--- config.mk ---
export PLATFORM = sky130hd
export DESIGN_NAME = ex_operand_issue_flat
export DESIGN_NICKNAME = d
export VERILOG_FILES = /design/src/rtl/ex_operand_issue_pkg.sv /design/src/rtl/ex_operand_issue_if.sv /design/src/rtl/ex_operand_issue_fwd_select.sv /design/src/rtl/ex_operand_issue.sv /design/src/flat_wrapper.sv
export SDC_FILE = /design/constraint.sdc
export NUM_CORES = 1
export LEC_CHECK = 0
export CAP_MARGIN = 20
export CORE_ASPECT_RATIO = 0.7
export CORE_MARGIN = 3
export CORE_UTILIZATION = 46
export DETAILED_ROUTE_END_ITERATION = 12
export PLACE_DENSITY = 0.88
export REMOVE_ABC_BUFFERS = 1
export SLEW_MARGIN = 20
export SYNTH_ARGS = -nofsm -noshare
export SYNTH_HDL_FRONTEND = slang
export SYNTH_SLANG_ARGS = --single-unit
--- constraint.sdc ---
create_clock -name clk -period 6.6 [get_ports clk]
set_input_delay 1.32 -clock clk [delete_from_list [all_inputs] [get_ports clk]]
set_output_delay 1.32 -clock clk [all_outputs]
set_load 0.01 [all_outputs]
--- src/rtl/ex_operand_issue_pkg.sv ---
// Shared types and constants for the ID->EX operand issue stage.
package ex_operand_issue_pkg;

  localparam int unsigned XLEN   = 32;
  localparam int unsigned REG_AW = 5;

  // ALU operation encodings carried through to EX.
  typedef enum logic [2:0] {
    AluAdd = 3'd0,
    AluSub = 3'd1,
    AluAnd = 3'd2,
    AluOr  = 3'd3,
    AluXor = 3'd4,
    AluSll = 3'd5,
    AluSrl = 3'd6,
    AluSra = 3'd7
  } alu_op_e;

  // Operand select codes.
  localparam logic ASEL_RS1 = 1'b0;
  localparam logic ASEL_PC  = 1'b1;
  localparam logic BSEL_RS2 = 1'b0;
  localparam logic BSEL_IMM = 1'b1;

  localparam logic [2:0] ALUOP_NOP = 3'd0;

  // One issued instruction as held in the ID/EX pipeline register.
  typedef struct packed {
    logic              valid;
    logic [REG_AW-1:0] rs1;
    logic [REG_AW-1:0] rs2;
    logic [XLEN-1:0]   rs1_data;
    logic [XLEN-1:0]   rs2_data;
    logic [XLEN-1:0]   imm;
    logic [XLEN-1:0]   pc;
    logic              asel;
    logic              bsel;
    logic [2:0]        aluop;
    logic              is_unsigned;
    logic [REG_AW-1:0] rd;
    logic              regwrite;
    logic              memread;
  } issue_slot_t;

  // Bubble and reset value: nothing valid, nothing written, ALU op is NOP.
  localparam issue_slot_t BUBBLE_SLOT = '0;

  // A load sitting in EX whose destination is read by the instruction in ID.
  function automatic logic is_load_use(input issue_slot_t       ex,
                                       input logic              id_valid,
                                       input logic [REG_AW-1:0] rs1,
                                       input logic [REG_AW-1:0] rs2);
    return ex.valid & ex.memread & (ex.rd != '0) & id_valid &
           ((ex.rd == rs1) | (ex.rd == rs2));
  endfunction

endpackage

--- src/rtl/ex_operand_issue_if.sv ---
// Bundle of ID inputs, producer feedback, control and EX outputs of the issue stage.
interface ex_operand_issue_if;
  import ex_operand_issue_pkg::*;

  logic              id_valid;
  logic [REG_AW-1:0] id_rs1;
  logic [REG_AW-1:0] id_rs2;
  logic [XLEN-1:0]   id_rs1_data;
  logic [XLEN-1:0]   id_rs2_data;
  logic [XLEN-1:0]   id_imm;
  logic [XLEN-1:0]   id_pc;
  logic              id_asel;
  logic              id_bsel;
  logic [2:0]        id_aluop;
  logic              id_unsigned;
  logic [REG_AW-1:0] id_rd;
  logic              id_regwrite;
  logic              id_memread;

  logic [REG_AW-1:0] mem_rd;
  logic              mem_regwrite;
  logic [XLEN-1:0]   mem_data;
  logic [REG_AW-1:0] wb_rd;
  logic              wb_regwrite;
  logic [XLEN-1:0]   wb_data;

  logic              flush;
  logic              hold;

  logic              stall_id;
  logic [XLEN-1:0]   Ain;
  logic [XLEN-1:0]   Bin;
  logic [XLEN-1:0]   COMPAin;
  logic [XLEN-1:0]   COMPBin;
  logic [2:0]        ALUop;
  logic              Unsigned;
  logic              ex_valid;
  logic [REG_AW-1:0] ex_rd;
  logic              ex_regwrite;
  logic              ex_memread;

  // Driver side: ID, producers and control.
  modport master (
    output id_valid, id_rs1, id_rs2, id_rs1_data, id_rs2_data, id_imm, id_pc,
           id_asel, id_bsel, id_aluop, id_unsigned, id_rd, id_regwrite, id_memread,
           mem_rd, mem_regwrite, mem_data, wb_rd, wb_regwrite, wb_data, flush, hold,
    input  stall_id, Ain, Bin, COMPAin, COMPBin, ALUop, Unsigned,
           ex_valid, ex_rd, ex_regwrite, ex_memread
  );

  // Issue stage side.
  modport slave (
    input  id_valid, id_rs1, id_rs2, id_rs1_data, id_rs2_data, id_imm, id_pc,
           id_asel, id_bsel, id_aluop, id_unsigned, id_rd, id_regwrite, id_memread,
           mem_rd, mem_regwrite, mem_data, wb_rd, wb_regwrite, wb_data, flush, hold,
    output stall_id, Ain, Bin, COMPAin, COMPBin, ALUop, Unsigned,
           ex_valid, ex_rd, ex_regwrite, ex_memread
  );

endinterface

--- src/rtl/ex_operand_issue_fwd_select.sv ---
// Forwarding mux for one source operand: EX/MEM beats MEM/WB beats regfile.
module ex_operand_issue_fwd_select
  import ex_operand_issue_pkg::*;
(
  input  logic [REG_AW-1:0] rs_i,
  input  logic [XLEN-1:0]   rf_data_i,
  input  logic [REG_AW-1:0] mem_rd_i,
  input  logic              mem_regwrite_i,
  input  logic [XLEN-1:0]   mem_data_i,
  input  logic [REG_AW-1:0] wb_rd_i,
  input  logic              wb_regwrite_i,
  input  logic [XLEN-1:0]   wb_data_i,
  output logic [XLEN-1:0]   fwd_o
);

  logic mem_hit;
  logic wb_hit;

  assign mem_hit = mem_regwrite_i & (mem_rd_i != '0) & (mem_rd_i == rs_i);
  assign wb_hit  = wb_regwrite_i & (wb_rd_i != '0) & (wb_rd_i == rs_i);

  // x0 reads as zero even if stale data was latched for it.
  always_comb begin
    fwd_o = rf_data_i;
    if (rs_i == '0) begin
      fwd_o = '0;
    end else if (mem_hit) begin
      fwd_o = mem_data_i;
    end else if (wb_hit) begin
      fwd_o = wb_data_i;
    end
  end

endmodule

--- src/rtl/ex_operand_issue.sv ---
// ID->EX issue stage: pipeline register, load-use bubbles, flush/hold, operand forwarding.
module ex_operand_issue
  import ex_operand_issue_pkg::*;
(
  input  logic              clk,
  input  logic              rst_n,
  ex_operand_issue_if.slave bus
);

  issue_slot_t     slot_q;
  issue_slot_t     slot_d;
  issue_slot_t     id_slot;
  logic            load_use;
  logic [XLEN-1:0] fwd_rs1;
  logic [XLEN-1:0] fwd_rs2;

  // Gather the decoded ID fields into a candidate slot; an invalid ID never writes.
  always_comb begin
    id_slot             = BUBBLE_SLOT;
    id_slot.valid       = bus.id_valid;
    id_slot.rs1         = bus.id_rs1;
    id_slot.rs2         = bus.id_rs2;
    id_slot.rs1_data    = bus.id_rs1_data;
    id_slot.rs2_data    = bus.id_rs2_data;
    id_slot.imm         = bus.id_imm;
    id_slot.pc          = bus.id_pc;
    id_slot.asel        = bus.id_asel;
    id_slot.bsel        = bus.id_bsel;
    id_slot.aluop       = bus.id_aluop;
    id_slot.is_unsigned = bus.id_unsigned;
    id_slot.rd          = bus.id_rd;
    id_slot.regwrite    = bus.id_valid & bus.id_regwrite;
    id_slot.memread     = bus.id_valid & bus.id_memread;
  end

  assign load_use     = is_load_use(slot_q, bus.id_valid, bus.id_rs1, bus.id_rs2);
  assign bus.stall_id = bus.hold | load_use;

  // Next slot: flush beats hold, hold beats the load-use bubble, otherwise capture ID.
  always_comb begin
    slot_d = id_slot;
    if (bus.flush) begin
      slot_d = BUBBLE_SLOT;
    end else if (bus.hold) begin
      slot_d = slot_q;
    end else if (load_use) begin
      slot_d = BUBBLE_SLOT;
    end
  end

  // Pipeline register; reset discards whatever was in flight.
  always_ff @(posedge clk) begin
    if (!rst_n) begin
      slot_q <= BUBBLE_SLOT;
    end else begin
      slot_q <= slot_d;
    end
  end

  ex_operand_issue_fwd_select u_fwd_select_rs1 (
    .rs_i           (slot_q.rs1),
    .rf_data_i      (slot_q.rs1_data),
    .mem_rd_i       (bus.mem_rd),
    .mem_regwrite_i (bus.mem_regwrite),
    .mem_data_i     (bus.mem_data),
    .wb_rd_i        (bus.wb_rd),
    .wb_regwrite_i  (bus.wb_regwrite),
    .wb_data_i      (bus.wb_data),
    .fwd_o          (fwd_rs1)
  );

  ex_operand_issue_fwd_select u_fwd_select_rs2 (
    .rs_i           (slot_q.rs2),
    .rf_data_i      (slot_q.rs2_data),
    .mem_rd_i       (bus.mem_rd),
    .mem_regwrite_i (bus.mem_regwrite),
    .mem_data_i     (bus.mem_data),
    .wb_rd_i        (bus.wb_rd),
    .wb_regwrite_i  (bus.wb_regwrite),
    .wb_data_i      (bus.wb_data),
    .fwd_o          (fwd_rs2)
  );

  assign bus.COMPAin     = fwd_rs1;
  assign bus.COMPBin     = fwd_rs2;
  assign bus.Ain         = (slot_q.asel == ASEL_PC) ? slot_q.pc : fwd_rs1;
  assign bus.Bin         = (slot_q.bsel == BSEL_IMM) ? slot_q.imm : fwd_rs2;
  assign bus.ALUop       = slot_q.aluop;
  assign bus.Unsigned    = slot_q.is_unsigned;
  assign bus.ex_valid    = slot_q.valid;
  assign bus.ex_rd       = slot_q.rd;
  assign bus.ex_regwrite = slot_q.regwrite;
  assign bus.ex_memread  = slot_q.memread;

endmodule

--- src/flat_wrapper.sv ---
// flat-port wrapper written by rule: the top's interface ports become plain ports
module ex_operand_issue_flat import ex_operand_issue_pkg::*;
  (clk, rst_n, bus_id_valid, bus_id_rs1, bus_id_rs2, bus_id_rs1_data, bus_id_rs2_data, bus_id_imm, bus_id_pc, bus_id_asel, bus_id_bsel, bus_id_aluop, bus_id_unsigned, bus_id_rd, bus_id_regwrite, bus_id_memread, bus_mem_rd, bus_mem_regwrite, bus_mem_data, bus_wb_rd, bus_wb_regwrite, bus_wb_data, bus_flush, bus_hold, bus_stall_id, bus_Ain, bus_Bin, bus_COMPAin, bus_COMPBin, bus_ALUop, bus_Unsigned, bus_ex_valid, bus_ex_rd, bus_ex_regwrite, bus_ex_memread);
  ex_operand_issue_if bus_i ();
  input  logic clk;
  input  logic rst_n;
  input wire logic [$bits(bus_i.id_valid)-1:0] bus_id_valid;
  input wire logic [$bits(bus_i.id_rs1)-1:0] bus_id_rs1;
  input wire logic [$bits(bus_i.id_rs2)-1:0] bus_id_rs2;
  input wire logic [$bits(bus_i.id_rs1_data)-1:0] bus_id_rs1_data;
  input wire logic [$bits(bus_i.id_rs2_data)-1:0] bus_id_rs2_data;
  input wire logic [$bits(bus_i.id_imm)-1:0] bus_id_imm;
  input wire logic [$bits(bus_i.id_pc)-1:0] bus_id_pc;
  input wire logic [$bits(bus_i.id_asel)-1:0] bus_id_asel;
  input wire logic [$bits(bus_i.id_bsel)-1:0] bus_id_bsel;
  input wire logic [$bits(bus_i.id_aluop)-1:0] bus_id_aluop;
  input wire logic [$bits(bus_i.id_unsigned)-1:0] bus_id_unsigned;
  input wire logic [$bits(bus_i.id_rd)-1:0] bus_id_rd;
  input wire logic [$bits(bus_i.id_regwrite)-1:0] bus_id_regwrite;
  input wire logic [$bits(bus_i.id_memread)-1:0] bus_id_memread;
  input wire logic [$bits(bus_i.mem_rd)-1:0] bus_mem_rd;
  input wire logic [$bits(bus_i.mem_regwrite)-1:0] bus_mem_regwrite;
  input wire logic [$bits(bus_i.mem_data)-1:0] bus_mem_data;
  input wire logic [$bits(bus_i.wb_rd)-1:0] bus_wb_rd;
  input wire logic [$bits(bus_i.wb_regwrite)-1:0] bus_wb_regwrite;
  input wire logic [$bits(bus_i.wb_data)-1:0] bus_wb_data;
  input wire logic [$bits(bus_i.flush)-1:0] bus_flush;
  input wire logic [$bits(bus_i.hold)-1:0] bus_hold;
  output wire logic [$bits(bus_i.stall_id)-1:0] bus_stall_id;
  output wire logic [$bits(bus_i.Ain)-1:0] bus_Ain;
  output wire logic [$bits(bus_i.Bin)-1:0] bus_Bin;
  output wire logic [$bits(bus_i.COMPAin)-1:0] bus_COMPAin;
  output wire logic [$bits(bus_i.COMPBin)-1:0] bus_COMPBin;
  output wire logic [$bits(bus_i.ALUop)-1:0] bus_ALUop;
  output wire logic [$bits(bus_i.Unsigned)-1:0] bus_Unsigned;
  output wire logic [$bits(bus_i.ex_valid)-1:0] bus_ex_valid;
  output wire logic [$bits(bus_i.ex_rd)-1:0] bus_ex_rd;
  output wire logic [$bits(bus_i.ex_regwrite)-1:0] bus_ex_regwrite;
  output wire logic [$bits(bus_i.ex_memread)-1:0] bus_ex_memread;
  assign bus_i.id_valid = bus_id_valid;
  assign bus_i.id_rs1 = bus_id_rs1;
  assign bus_i.id_rs2 = bus_id_rs2;
  assign bus_i.id_rs1_data = bus_id_rs1_data;
  assign bus_i.id_rs2_data = bus_id_rs2_data;
  assign bus_i.id_imm = bus_id_imm;
  assign bus_i.id_pc = bus_id_pc;
  assign bus_i.id_asel = bus_id_asel;
  assign bus_i.id_bsel = bus_id_bsel;
  assign bus_i.id_aluop = bus_id_aluop;
  assign bus_i.id_unsigned = bus_id_unsigned;
  assign bus_i.id_rd = bus_id_rd;
  assign bus_i.id_regwrite = bus_id_regwrite;
  assign bus_i.id_memread = bus_id_memread;
  assign bus_i.mem_rd = bus_mem_rd;
  assign bus_i.mem_regwrite = bus_mem_regwrite;
  assign bus_i.mem_data = bus_mem_data;
  assign bus_i.wb_rd = bus_wb_rd;
  assign bus_i.wb_regwrite = bus_wb_regwrite;
  assign bus_i.wb_data = bus_wb_data;
  assign bus_i.flush = bus_flush;
  assign bus_i.hold = bus_hold;
  assign bus_stall_id = bus_i.stall_id;
  assign bus_Ain = bus_i.Ain;
  assign bus_Bin = bus_i.Bin;
  assign bus_COMPAin = bus_i.COMPAin;
  assign bus_COMPBin = bus_i.COMPBin;
  assign bus_ALUop = bus_i.ALUop;
  assign bus_Unsigned = bus_i.Unsigned;
  assign bus_ex_valid = bus_i.ex_valid;
  assign bus_ex_rd = bus_i.ex_rd;
  assign bus_ex_regwrite = bus_i.ex_regwrite;
  assign bus_ex_memread = bus_i.ex_memread;
  ex_operand_issue u_core (.clk(clk), .rst_n(rst_n), .bus(bus_i));
endmodule
-- Yosys cells after proc, flatten, opt, wreduce, memory -nomap -nowiden
Cells that the tools add are included.
- register bits: 152
- word-level logic and storage cells: 50
- multiplexer cells: 9
- reduce and logical (&&, ||, !) cells: 6
- bitwise gates (word level): 15
- equal/unequal tests: 6
- operator list (cell ; number):
    32-bit 2-to-1 mux ; 8
    152-bit 2-to-1 mux ; 1
    5-bit equality test ; 6
    5-bit nonzero test ; 3
    1-bit AND ; 12
    5-bit logical NOT ; 2
    1-bit bitwise OR ; 2
    2-bit OR reduction ; 1
    1-bit NOT ; 1

-- Longest topological paths before layout
Gate-level depths: netlist of the first run.
- depth in word-level cells: 7
- gate-level depth with buffers: 7

-- By module
From an unflattened synthesis of the first run, not the netlist that was laid out.
- cells, all modules: 631
- area, all modules: 7357.1 um^2
- modules (own cells, without submodules) (module ; area each (um^2) ; cells an instance ; instances):
    ex_operand_issue ; 5520.3 ; 441 ; 1
    ex_operand_issue_fwd_select ; 918.4 ; 95 ; 2

-- Worst setup path before layout of the first run
No wires, ideal clock.
- path kind: input to output
- start point: input port bus_wb_rd[0]
- end point: output port bus_Ain[12]
- data required time: 5.280 ns
- stages on the path: 6
- path buffers: 1
- setup slack: 2.395 ns
- arrival: 2.885 ns
- cells stage by stage: or4_1 -> o211a_2 -> nand2_2 -> buf_4 -> a211oi_2 -> o31ai_1
- longest elaborated chain between the ends: 7
- RTL lines (what ; RTL line ; text):
    from (decl) ; flat_wrapper.sv:24 ; input wire logic [$bits(bus_i.wb_rd)-1:0] bus_wb_rd;
    5-bit nonzero test ; ex_operand_issue_fwd_select.sv:20 ; assign wb_hit = wb_regwrite_i & (wb_rd_i != '0) & (wb_rd_i == rs_i);
    1-bit AND ; ex_operand_issue_fwd_select.sv:20 ;
    1-bit AND (*) ; ex_operand_issue_fwd_select.sv:20 ;
    32-bit 2-to-1 mux (*) ; ex_operand_issue_fwd_select.sv:29 ; end else if (wb_hit) begin
    32-bit 2-to-1 mux (*) ; ex_operand_issue_fwd_select.sv:27 ; end else if (mem_hit) begin
    32-bit 2-to-1 mux (*) ; ex_operand_issue_fwd_select.sv:25 ; if (rs_i == '0) begin
    32-bit 2-to-1 mux (*) ; ex_operand_issue.sv:86 ; assign bus.Ain = (slot_q.asel == ASEL_PC) ? slot_q.pc : fwd_rs1;
    to (decl) ; flat_wrapper.sv:30 ; output wire logic [$bits(bus_i.Ain)-1:0] bus_Ain;
Mark *: on every way between the ends. The rest lies on a longest branch, timed or not.

-- Worst setup path after layout of the first run
- start point: input port bus_mem_rd[0]
- end point: output port bus_COMPAin[25]
- longest elaborated chain between the ends: 5
- RTL lines (what ; RTL line ; text):
    from (decl) ; flat_wrapper.sv:21 ; input wire logic [$bits(bus_i.mem_rd)-1:0] bus_mem_rd;
    5-bit nonzero test ; ex_operand_issue_fwd_select.sv:19 ; assign mem_hit = mem_regwrite_i & (mem_rd_i != '0) & (mem_rd_i == rs_i);
    1-bit AND ; ex_operand_issue_fwd_select.sv:19 ;
    1-bit AND (*) ; ex_operand_issue_fwd_select.sv:19 ;
    32-bit 2-to-1 mux (*) ; ex_operand_issue_fwd_select.sv:27 ;
    32-bit 2-to-1 mux (*) ; ex_operand_issue_fwd_select.sv:25 ;
    to (decl) ; flat_wrapper.sv:32 ; output wire logic [$bits(bus_i.COMPAin)-1:0] bus_COMPAin;
Marks and branches as above.

==> results of run 1 <==
==> per-stage QoR <==
stage               power, W  instance area (um2)
finish               0.00245                12400
global route         0.00251                12400
CTS                  0.00245                12400
detailed placement   0.00142                11800
global placement     0.00142                11800
floorplan            0.00116                 7640
==> power breakdown <==
part / total [W] / internal (W) / switching (W) / leakage (nW)
logic: 0.000434 / 0.000235 / 0.000199 / 3.10
clock network: 0.00103 / 0.000631 / 0.000403 / 0.297
registers: 0.000979 / 0.000948 / 0.0000307 / 1.24
==> flip-flops by register name, summed over array words and instances (netlist names) <==
name,flops
u_core.slot_q,140
u_core.bus.ex_rd,5
u_core.bus.ALUop,3
u_core.bus.Unsigned,1
u_core.bus.ex_memread,1
u_core.bus.ex_regwrite,1
u_core.bus.ex_valid,1
==> cell usage after synthesis (3+ instances only) <==
master,number,area [um2]
buf_2,23,115
a221oi_1,20,175
a211oi_2,12,150
a221oi_2,29,435
xor2_1,7,61.3
and3_1,46,288
o31ai_1,32,240
nand2_1,68,255
and2_1,21,131
clkbuf_1,58,218
a22o_1,150,1310
nand3_1,3,15.0
buf_4,11,82.6
dfxtp_1,152,3040
buf_6,7,78.8
or4_1,3,22.5
o41ai_2,30,488
nor3_1,65,325
xnor2_1,22,193
nor2_1,68,255
==> cell families (layout without fill, tap and decap cells) <==
family                 after synthesis  in the layout  synth area share (%)
AO/OA/AOI/OAI                      288            288                  36.1
AND/OR/NAND/NOR                    286            286                  17.2
flip-flops                         152            152                  37.3
buffers and inverters              101            418                  6.17
XOR/XNOR                            29             29                  3.12
other                                0              3                     0
==> per-layer routing <==
metal  vias to the layer above  global-route usage (%)  share of wire, %
li1                       3913                       -                 -
met1                      4159                    40.3                38
met2                       533                    52.3                47
met3                        87                    10.1                11
met4                         0                    15.3               3.8
met5                         -                       0                 0
==> cell type report <==
cell class / instances / area share, %
clock inverter: 12 / 1.43
sequential: 152 / 24.5
multi-input combinational: 603 / 37.3
timing repair buffer: 387 / 30.9
tap: 231 / 2.32
clock buffer: 19 / 3.48
antenna: 3 / 0.0604
==> worst register-to-register path, stage by stage (launching register included) <==
cell and delay, ps:
dfxtp_1 470, xnor2_1 120, nand3_1 90, o22ai_1 150, a21oi_4 640, buf_4 700, a22o_1 340
==> path summary, 6_finish.rpt <==
kind / startpoint / cells past startpoint / slack [ps] / end
worst min-delay path: u_core.bus.ex_regwrite / 1 / 470 / u_core.bus.ex_regwrite
worst max-delay path: bus_mem_rd[0] / 8 / 700 / bus_COMPAin[25]
worst min register to register: u_core.bus.ex_regwrite / 1 / 470 / u_core.bus.ex_regwrite
worst max register to register: u_core.bus.ex_rd[0] / 6 / 4020 / u_core.slot_q[67]
==> results.yml, run 1 <==
pwr:
  power_density_mw_per_mm2: 197
  peakVddDrop_v: 0.000126
  p_leak_nw: 4.64
synthesis:
  syn_inst: 856
  ys_types: 44
  async_flop_share_pct: 0
  syn_avg_cell_area_um2: 9.52
  synth-seq-cells: 152
  yosys_warnings: 0
  synth_edf_count: 0
  yosysSeqAreaShare_pct: 37.3
  synth_area_mm2: 0.00815
  synth_flop_cell: "dfxtp_1"
sta:
  finalCriticalPeriod_ps: 5900
  max_slew_margin_pct: 26.0
  worst-slew-pin-transition_ps: 1110
  finalCritPeriodShare_pct: 89.4
  setup_viol: 0
  finalSetupTns_ps: 0
  finalHoldViolCount: 0
  rsz0062_at_grt: "false"
  max_clock_freq_ghz: 0.170
  whs_ps: 470
  fin_ws_ps: 702
  fin_worst_skew_ps: 15.8
  maxSlewViolCount: 0
placed_design:
  post-place-ws_ps: 736
  dpl.cell_count: 1373
  numPortBuffers: 372
  gp_congestion: 0.912
  dp_hpwl_um: 22400
route:
  ant_nets: 0
  vias_per_cell: 6.18
  drt-pass1-iter-count: 8
  routed_wl_um: 32900
  dr_total_vias: 8692
  drt_iter0_markers: 851
  drc: 0
  wire_per_inst_um: 23.4
cells_and_area:
  multi_input_area_mm2: 0.00464
  layout_common_cells: "clkdlybuf4s50_1, a22o_1, dfxtp_1"
  num-fill-cells: 1325
  syn_to_final_growth_pct: 52.6
  final_util_pct: 72.0
  final_common_cell: "clkdlybuf4s50_1"
  regArea_mm2: 0.00305
  drive_above_1_share_pct: 11.3
  layout.nets: 1393
  instances_no_fill: 1407
die:
  start_util_pct: 47.2
  core_area_mm2: 0.0173
  fp.dieW_um: 165
  die_area_mm2: 0.0194
  fp.dieH_um: 117
  pin_count: 373
  rows: 40
cts:
  numCtsBuffers: 17
  cts_resized: 0
  postCtsHoldBufs: 0
  clock_sinks: 152
  cts_tree: "yes"
  cts_root_buffer: "clkbuf_16"
  worstSkewPairLatency_ps: 430
  htree_levels: 4
  path_clk_slew_ps: 70
  post-cts-setup-buffers: 0
  clock_tree.buffer_depth: 2
setup_path:
  slowest_stage: "or2_2"
  crit_path_frequent_cell: "clkdlybuf4s50_1"
  crit_fanout: 26
  cp-start-kind: "input port"
  end_kind: "output port"
  path_cells: "clkdlybuf4s50_1 -> or4_4 -> o211ai_1 -> or2_2 -> buf_4 -> nor2_1 -> nor3_1 -> clkdlybuf4s50_1"
  critical_path_class: "in -> out"
  worst_ep_arrival_time_ps: 4580
  cpLargestDelayFamily: "simple AND/OR/NAND/NOR gates"
  required_ps: 5280
  crit_buf_inv: 3
  slowest_delay_ps: 660
outcome:
  status: "finished clean"
grt:
  grt_overflow_total: 0
  grt_start_max_net_pins: 91
  first_global_vias: 8771
  globalRouteTotalUtil_pct: 32.8
  antenna_found_initial: 3
  grt_first_pass_wirelength_um: 49900
run:
  maxCapViolations: 0
hold_path:
  hold_class: "reg -> reg"
Note: power is estimated with default switching activity, not from simulation.
==> run 2, diff against run 1 <==
--- a/config.mk
+++ b/config.mk
@@ -6,13 +6,13 @@
 export NUM_CORES = 1
 export LEC_CHECK = 0
 export CAP_MARGIN = 20
-export CORE_ASPECT_RATIO = 0.7
-export CORE_MARGIN = 3
-export CORE_UTILIZATION = 46
+export CORE_AREA = 3 3 146 148
 export DETAILED_ROUTE_END_ITERATION = 12
-export PLACE_DENSITY = 0.88
+export DIE_AREA = 0 0 149 151
+export PLACE_DENSITY = 0.74
 export REMOVE_ABC_BUFFERS = 1
 export SLEW_MARGIN = 20
 export SYNTH_ARGS = -nofsm -noshare
 export SYNTH_HDL_FRONTEND = slang
+export SYNTH_HIERARCHICAL = 1
 export SYNTH_SLANG_ARGS = --single-unit
==> run 2 against run 1 <==
Against the previous run: die area increased by 16%; power decreased by 5.5%; register-to-register slack improved by 480 ps; non-clock buffer count decreased by 3; clock skew decreased by 4.6 ps; sequential share of layout area increased by 1.7 points; sequential power decreased by 0.4%; final cell count decreased by 11%; clock power decreased by 5%; routed wire length decreased by 17%.
==> results.yml, run 2 <==
setup_path:
  reg2reg_to: "u_core/slot_q[53]"
  path_cells: "clkdlybuf4s50_1 -> xor2_1 -> nor3_2 -> and4_2 -> buf_4 -> mux2i_1 -> o2bb2ai_1 -> mux2_2 -> clkdlybuf4s50_1"
  ff2ff_path_depth: 6
  critical_path_class: "in -> out"
  slowest_stage: "and4_2"
  worst_ep_arrival_time_ps: 4400
  cp-start-kind: "input port"
  r2r_slack_ps: 4500
  r2r_start: "u_core/bus.ex_rd[1]"
  crit_path_frequent_cell: "clkdlybuf4s50_1"
  required_ps: 5280
  slowest_delay_ps: 640
  end_kind: "output port"
  worstSetupStartpoint: "bus_wb_rd[3]"
  crit_fanout: 14
synthesis:
  synth_area_mm2: 0.00736
  netlist.area_leader.share_pct: 41.4
  synth_edf_count: 0
  ys_types: 35
  syn_avg_cell_area_um2: 11.7
  async_flop_share_pct: 0
  synth_flop_cell: "dfxtp_1"
  synth-seq-cells: 152
  synth.area.top_cells: "dfxtp_1, a22o_1, mux2_2"
  synth.most_common_cell: "dfxtp_1"
  yosys_warnings: 6
  yosysSeqAreaShare_pct: 41.4
  syn_inst: 631
  synth_commonest_cells: "dfxtp_1, a22o_1, mux2_2, mux2i_1, o2bb2ai_1"
  yosys.area.top_type: "dfxtp_1"
sta:
  fin_worst_skew_ps: 11.3
  max_clock_freq_ghz: 0.175
  maxSlewViolCount: 0
  rsz0062_at_grt: "false"
  setup_viol: 0
  finalSetupTns_ps: 0
  worst-slew-pin-transition_ps: 1100
  max_slew_margin_pct: 26.5
  finalCriticalPeriod_ps: 5720
  finalHoldViolCount: 0
  finalCritPeriodShare_pct: 86.7
cells_and_area:
  syn_to_final_growth_pct: 57.7
  regArea_mm2: 0.00305
  drive_above_1_share_pct: 13.1
  layout.nets: 1197
  num-fill-cells: 1747
  final_common_cell: "clkdlybuf4s50_1"
  regMostFlops: "u_core/slot_q"
  final_util_pct: 57.5
  instances_no_fill: 1249
  largest_register_ffs: 140
  final_design_area_no_fill_mm2: 0.0116
  layout_common_cells: "clkdlybuf4s50_1, a22o_1, dfxtp_1"
  multi_input_area_mm2: 0.00381
placed_design:
  dpl.cell_count: 1215
  placed_area_mm2: 0.0110
  gp_congestion: 0.828
  numPortBuffers: 372
  dp_hpwl_um: 19400
hold_path:
  hold_start: "u_core/slot_q[55]"
  holdPathEnd: "u_core/slot_q[55]"
  hold_path_depth: 1
  hold_class: "reg -> reg"
grt:
  grt_overflow_total: 0
  grt_start_max_net_pins: 86
  globalRouteTotalUtil_pct: 23.1
  grt_first_pass_wirelength_um: 40300
  first_global_vias: 6901
  antenna_found_initial: 1
route:
  wl_met2_um: 13700
  drc: 0
  drt-pass1-iter-count: 4
  vias_per_cell: 5.27
  wl_met3_um: 1840
  m1WireLength_um: 11200
  dr_total_vias: 6581
  wire_per_inst_um: 21.9
  drt_iter0_markers: 330
  ant_nets: 0
  routed_wl_um: 27300
  highest_layer: "met5"
cts:
  cts_resized: 0
  numCtsBuffers: 17
  cts_tree: "yes"
  postCtsHoldBufs: 0
  cts_root_buffer: "clkbuf_16"
  clock_tree.buffer_depth: 2
  path_clk_slew_ps: 70
  clock_sinks: 152
  htree_levels: 4
  post-cts-setup-buffers: 0
  worstSkewPairLatency_ps: 420
pwr:
  p_leak_nw: 4.12
  peakVddDrop_v: 0.000147
  power_density_mw_per_mm2: 199
outcome:
  status: "finished clean"
die:
  die_area_mm2: 0.0225
  core_area_mm2: 0.0202
  fp.dieH_um: 151
  pin_count: 373
  fp.dieW_um: 149
  rows: 52
  start_util_pct: 36.5
run:
  maxCapViolations: 0
==> run 2: cell types whose count changed after synthesis, sizes merged, moves of 63 or more <==
cell     delta
mux2       +64
nand2      -65
mux2i      +64
nor3       -63
nor2       -64
o2bb2ai    +64
==> run 2: kinds of logic (layout without fill, tap and decap cells) <==
family	Yosys count	count (layout)	synth area share, %
AOI/OAI and AO/OA	224	224	26.5
DFF	152	152	41.4
muxes	128	128	18.5
buffers and inverters	69	416	7.28
and+or+nand+nor	30	30	3.03
xor gates and xnor gates	28	28	3.33
other	0	1	0
==> run 2: routing by layer <==
layer  GRT usage, %  up-vias
met3           6.16       32
met1           28.1     3149
met2           40.0      264
met5              0        -
met4           7.19        2
li1               -     3134
==> run 2: worst max path at each step <==
stage	endpoint	slack, ps
detailed placement	bus_Ain[11]	890
floorplan	u_core/bus.ALUop[0]	1230
global placement	bus_Ain[11]	990
CTS	bus_Ain[11]	880
global route	bus_Ain[11]	780
finish	bus_Ain[11]	880
==> run 2: where the power goes <==
part | total (W) | leakage (nW) | switching (W) | internal (W)
logic | 0.000356 | 2.59 | 0.000133 | 0.000223
clock network | 0.000981 | 0.284 | 0.000446 | 0.000535
registers | 0.000975 | 1.24 | 0.0000271 | 0.000948
==> run 2: layout make-up <==
type / instances / share of cell area [%]
Timing Repair Buffer: 384 / 33.0
Multi-Input combinational cell: 410 / 32.8
Sequential cell: 152 / 26.2
Clock buffer: 17 / 3.67
Tap cell: 270 / 2.91
Clock inverter: 15 / 1.32
Antenna cell: 1 / 0.0216
==> run 2: stage by stage <==
step	setup slack [ps]	hold WS [ps]	total power, W
finish	878	470	0.00231
global route	785	479	0.00240
CTS	877	471	0.00233
detailed placement	886	450	0.00135
global placement	985	449	0.00134
floorplan	1230	437	0.00111
==> run 2: critical path: cells and delay by family <==
family,cells,cell delay (ps)
AND/OR/NAND/NOR,2,810
XOR/XNOR,1,210
buffers and inverters,3,1320
AO/OA/AOI/OAI,1,150
multiplexers,2,580
==> run 3, diff against run 2 <==
--- a/config.mk
+++ b/config.mk
@@ -6,10 +6,10 @@
 export NUM_CORES = 1
 export LEC_CHECK = 0
 export CAP_MARGIN = 20
-export CORE_AREA = 3 3 146 148
+export CORE_ASPECT_RATIO = 0.7
+export CORE_MARGIN = 3
+export CORE_UTILIZATION = 30
 export DETAILED_ROUTE_END_ITERATION = 12
-export DIE_AREA = 0 0 149 151
-export PLACE_DENSITY = 0.74
 export REMOVE_ABC_BUFFERS = 1
 export SLEW_MARGIN = 20
 export SYNTH_ARGS = -nofsm -noshare
==> run 3 against run 2 <==
Against the previous run: combinational power hardly changed; final area is 0.49% higher; die area is 18% higher; sequential power hardly changed; worst hold slack worse by 2.8 ps; largest power group is now registers.
==> results.yml, run 3 (same netlist as run 2, synthesis figures left out) <==
die:
  fp.dieW_um: 193
  core_area_mm2: 0.0239
  start_util_pct: 30.8
  rows: 47
  die_area_mm2: 0.0265
  fp.dieH_um: 137
  pin_count: 373
cells_and_area:
  layout_common_cells: "clkdlybuf4s50_1, a22o_1, dfxtp_1"
  antennaDiodeCount: 0
  instances_no_fill: 1295
  syn_to_final_growth_pct: 58.5
  largest_register_ffs: 140
  regMostFlops: "u_core/slot_q"
  layout.nets: 1196
  drive_above_1_share_pct: 12.8
  final_common_cell: "clkdlybuf4s50_1"
grt:
  globalRouteTotalUtil_pct: 20.8
  grt_start_max_net_pins: 63
  first_global_vias: 6740
  grt_first_pass_wirelength_um: 41500
  grt_overflow_total: 0
  antenna_found_initial: 2
route:
  vias_per_cell: 5.00
  ant_nets: 0
  routed_wl_um: 28500
  drt_iter0_markers: 256
  drc: 0
  wire_per_inst_um: 22.0
  dr_total_vias: 6481
  drt-pass1-iter-count: 5
cts:
  numCtsBuffers: 17
  clock_sinks: 152
  cts_tree: "yes"
  post-cts-setup-buffers: 0
  postCtsHoldBufs: 0
  htree_levels: 4
  cts_resized: 0
  path_clk_slew_ps: 60
  cts_root_buffer: "clkbuf_16"
  worstSkewPairLatency_ps: 420
  clock_tree.buffer_depth: 2
sta:
  rsz0062_at_grt: "false"
  whs_ps: 467
  worst-slew-pin-transition_ps: 1120
  finalSetupTns_ps: 0
  fin_worst_skew_ps: 12.4
  finalCritPeriodShare_pct: 85.4
  finalHoldViolCount: 0
  setup_viol: 0
  maxSlewViolCount: 0
  finalCriticalPeriod_ps: 5630
  max_clock_freq_ghz: 0.178
  max_slew_margin_pct: 25.3
pwr:
  p_total_w: 0.00228
  power.share.clock_pct: 41.6
  power_density_mw_per_mm2: 195
  combPwrFrac_pct: 15.7
  swShare_pct: 25.0
  pwr-share-seq_pct: 42.8
  p_leak_nw: 4.09
  internal_power_w: 0.00171
  switching_power_w: 0.000569
  peakVddDrop_v: 0.000166
setup_path:
  cp-start-kind: "input port"
  reg2reg_to: "u_core/slot_q[55]"
  ff2ff_path_depth: 6
  r2r_start: "u_core/bus.ex_rd[4]"
  end_kind: "output port"
  critical_path_class: "in -> out"
  crit_fanout: 18
  cp-endpoint: "bus_Bin[9]"
  worst_ep_arrival_time_ps: 4310
  required_ps: 5280
  worstSetupStartpoint: "bus_wb_rd[3]"
  r2r_slack_ps: 4500
placed_design:
  numPortBuffers: 372
  gp_congestion: 0.797
  dpl.cell_count: 1262
  dp_hpwl_um: 20400
hold_path:
  hold_class: "reg -> reg"
run:
  maxCapViolations: 0
outcome:
  status: "finished clean"
==> run 3: how the worst min path moves through the flow <==
stage               cells past startpoint  slack (ps)                end              start
floorplan                               1         440  u_core/slot_q[13]  u_core/slot_q[13]
global placement                        1         450  u_core/slot_q[34]  u_core/slot_q[34]
detailed placement                      1         450  u_core/slot_q[28]  u_core/slot_q[28]
CTS                                     1         470  u_core/slot_q[53]  u_core/slot_q[53]
global route                            1         480  u_core/slot_q[22]  u_core/slot_q[22]
finish                                  1         470  u_core/slot_q[53]  u_core/slot_q[53]
==> run 3: cell type report <==
type	count	area, um2
Sequential cell	152	3050
Multi-Input combinational cell	410	3810
Tap cell	318	398
Clock inverter	11	98.8
Fill cell	2234	12200
Clock buffer	21	460
Timing Repair Buffer	383	3850
==> run 3: critical path, stage by stage <==
cell and delay, ps:
clkdlybuf4s50_1 490, xor2_1 200, nor3_2 170, and4_2 670, buf_12 270, mux2i_1 220
o2bb2ai_1 110, mux2_2 340, clkdlybuf4s50_1 480
==> run 3: stage by stage <==
step	instance area (um2)	utilization [%]	worst slack, ps
2_1_floorplan	6820	-	1230
3_3_place_gp	11100	46.4	974
3_5_place_dp	11100	46.4	955
4_1_cts	11600	48.7	938
5_1_grt	11700	48.8	808
6_report	11700	48.8	967
==> run 3: power groups by stage <==
| stage | Combinational (W) | Clock (W) | Sequential, W |
|---|---|---|---|
| floorplan | 0.000121 | 0 | 0.000986 |
| global route | 0.000381 | 0.00101 | 0.000978 |
| finish | 0.000357 | 0.000947 | 0.000975 |
| detailed placement | 0.000352 | 0 | 0.000994 |
| global placement | 0.000350 | 0 | 0.000995 |
| CTS | 0.000354 | 0.000972 | 0.000974 |
==> run 3: layer usage <==
layer	vias up	global-route usage, %	wire length (um)
li1	3145	-	-
met1	3072	26.5	12500
met2	240	33.4	13100
met3	20	7.94	2620
met4	4	4.66	213
met5	-	0	27
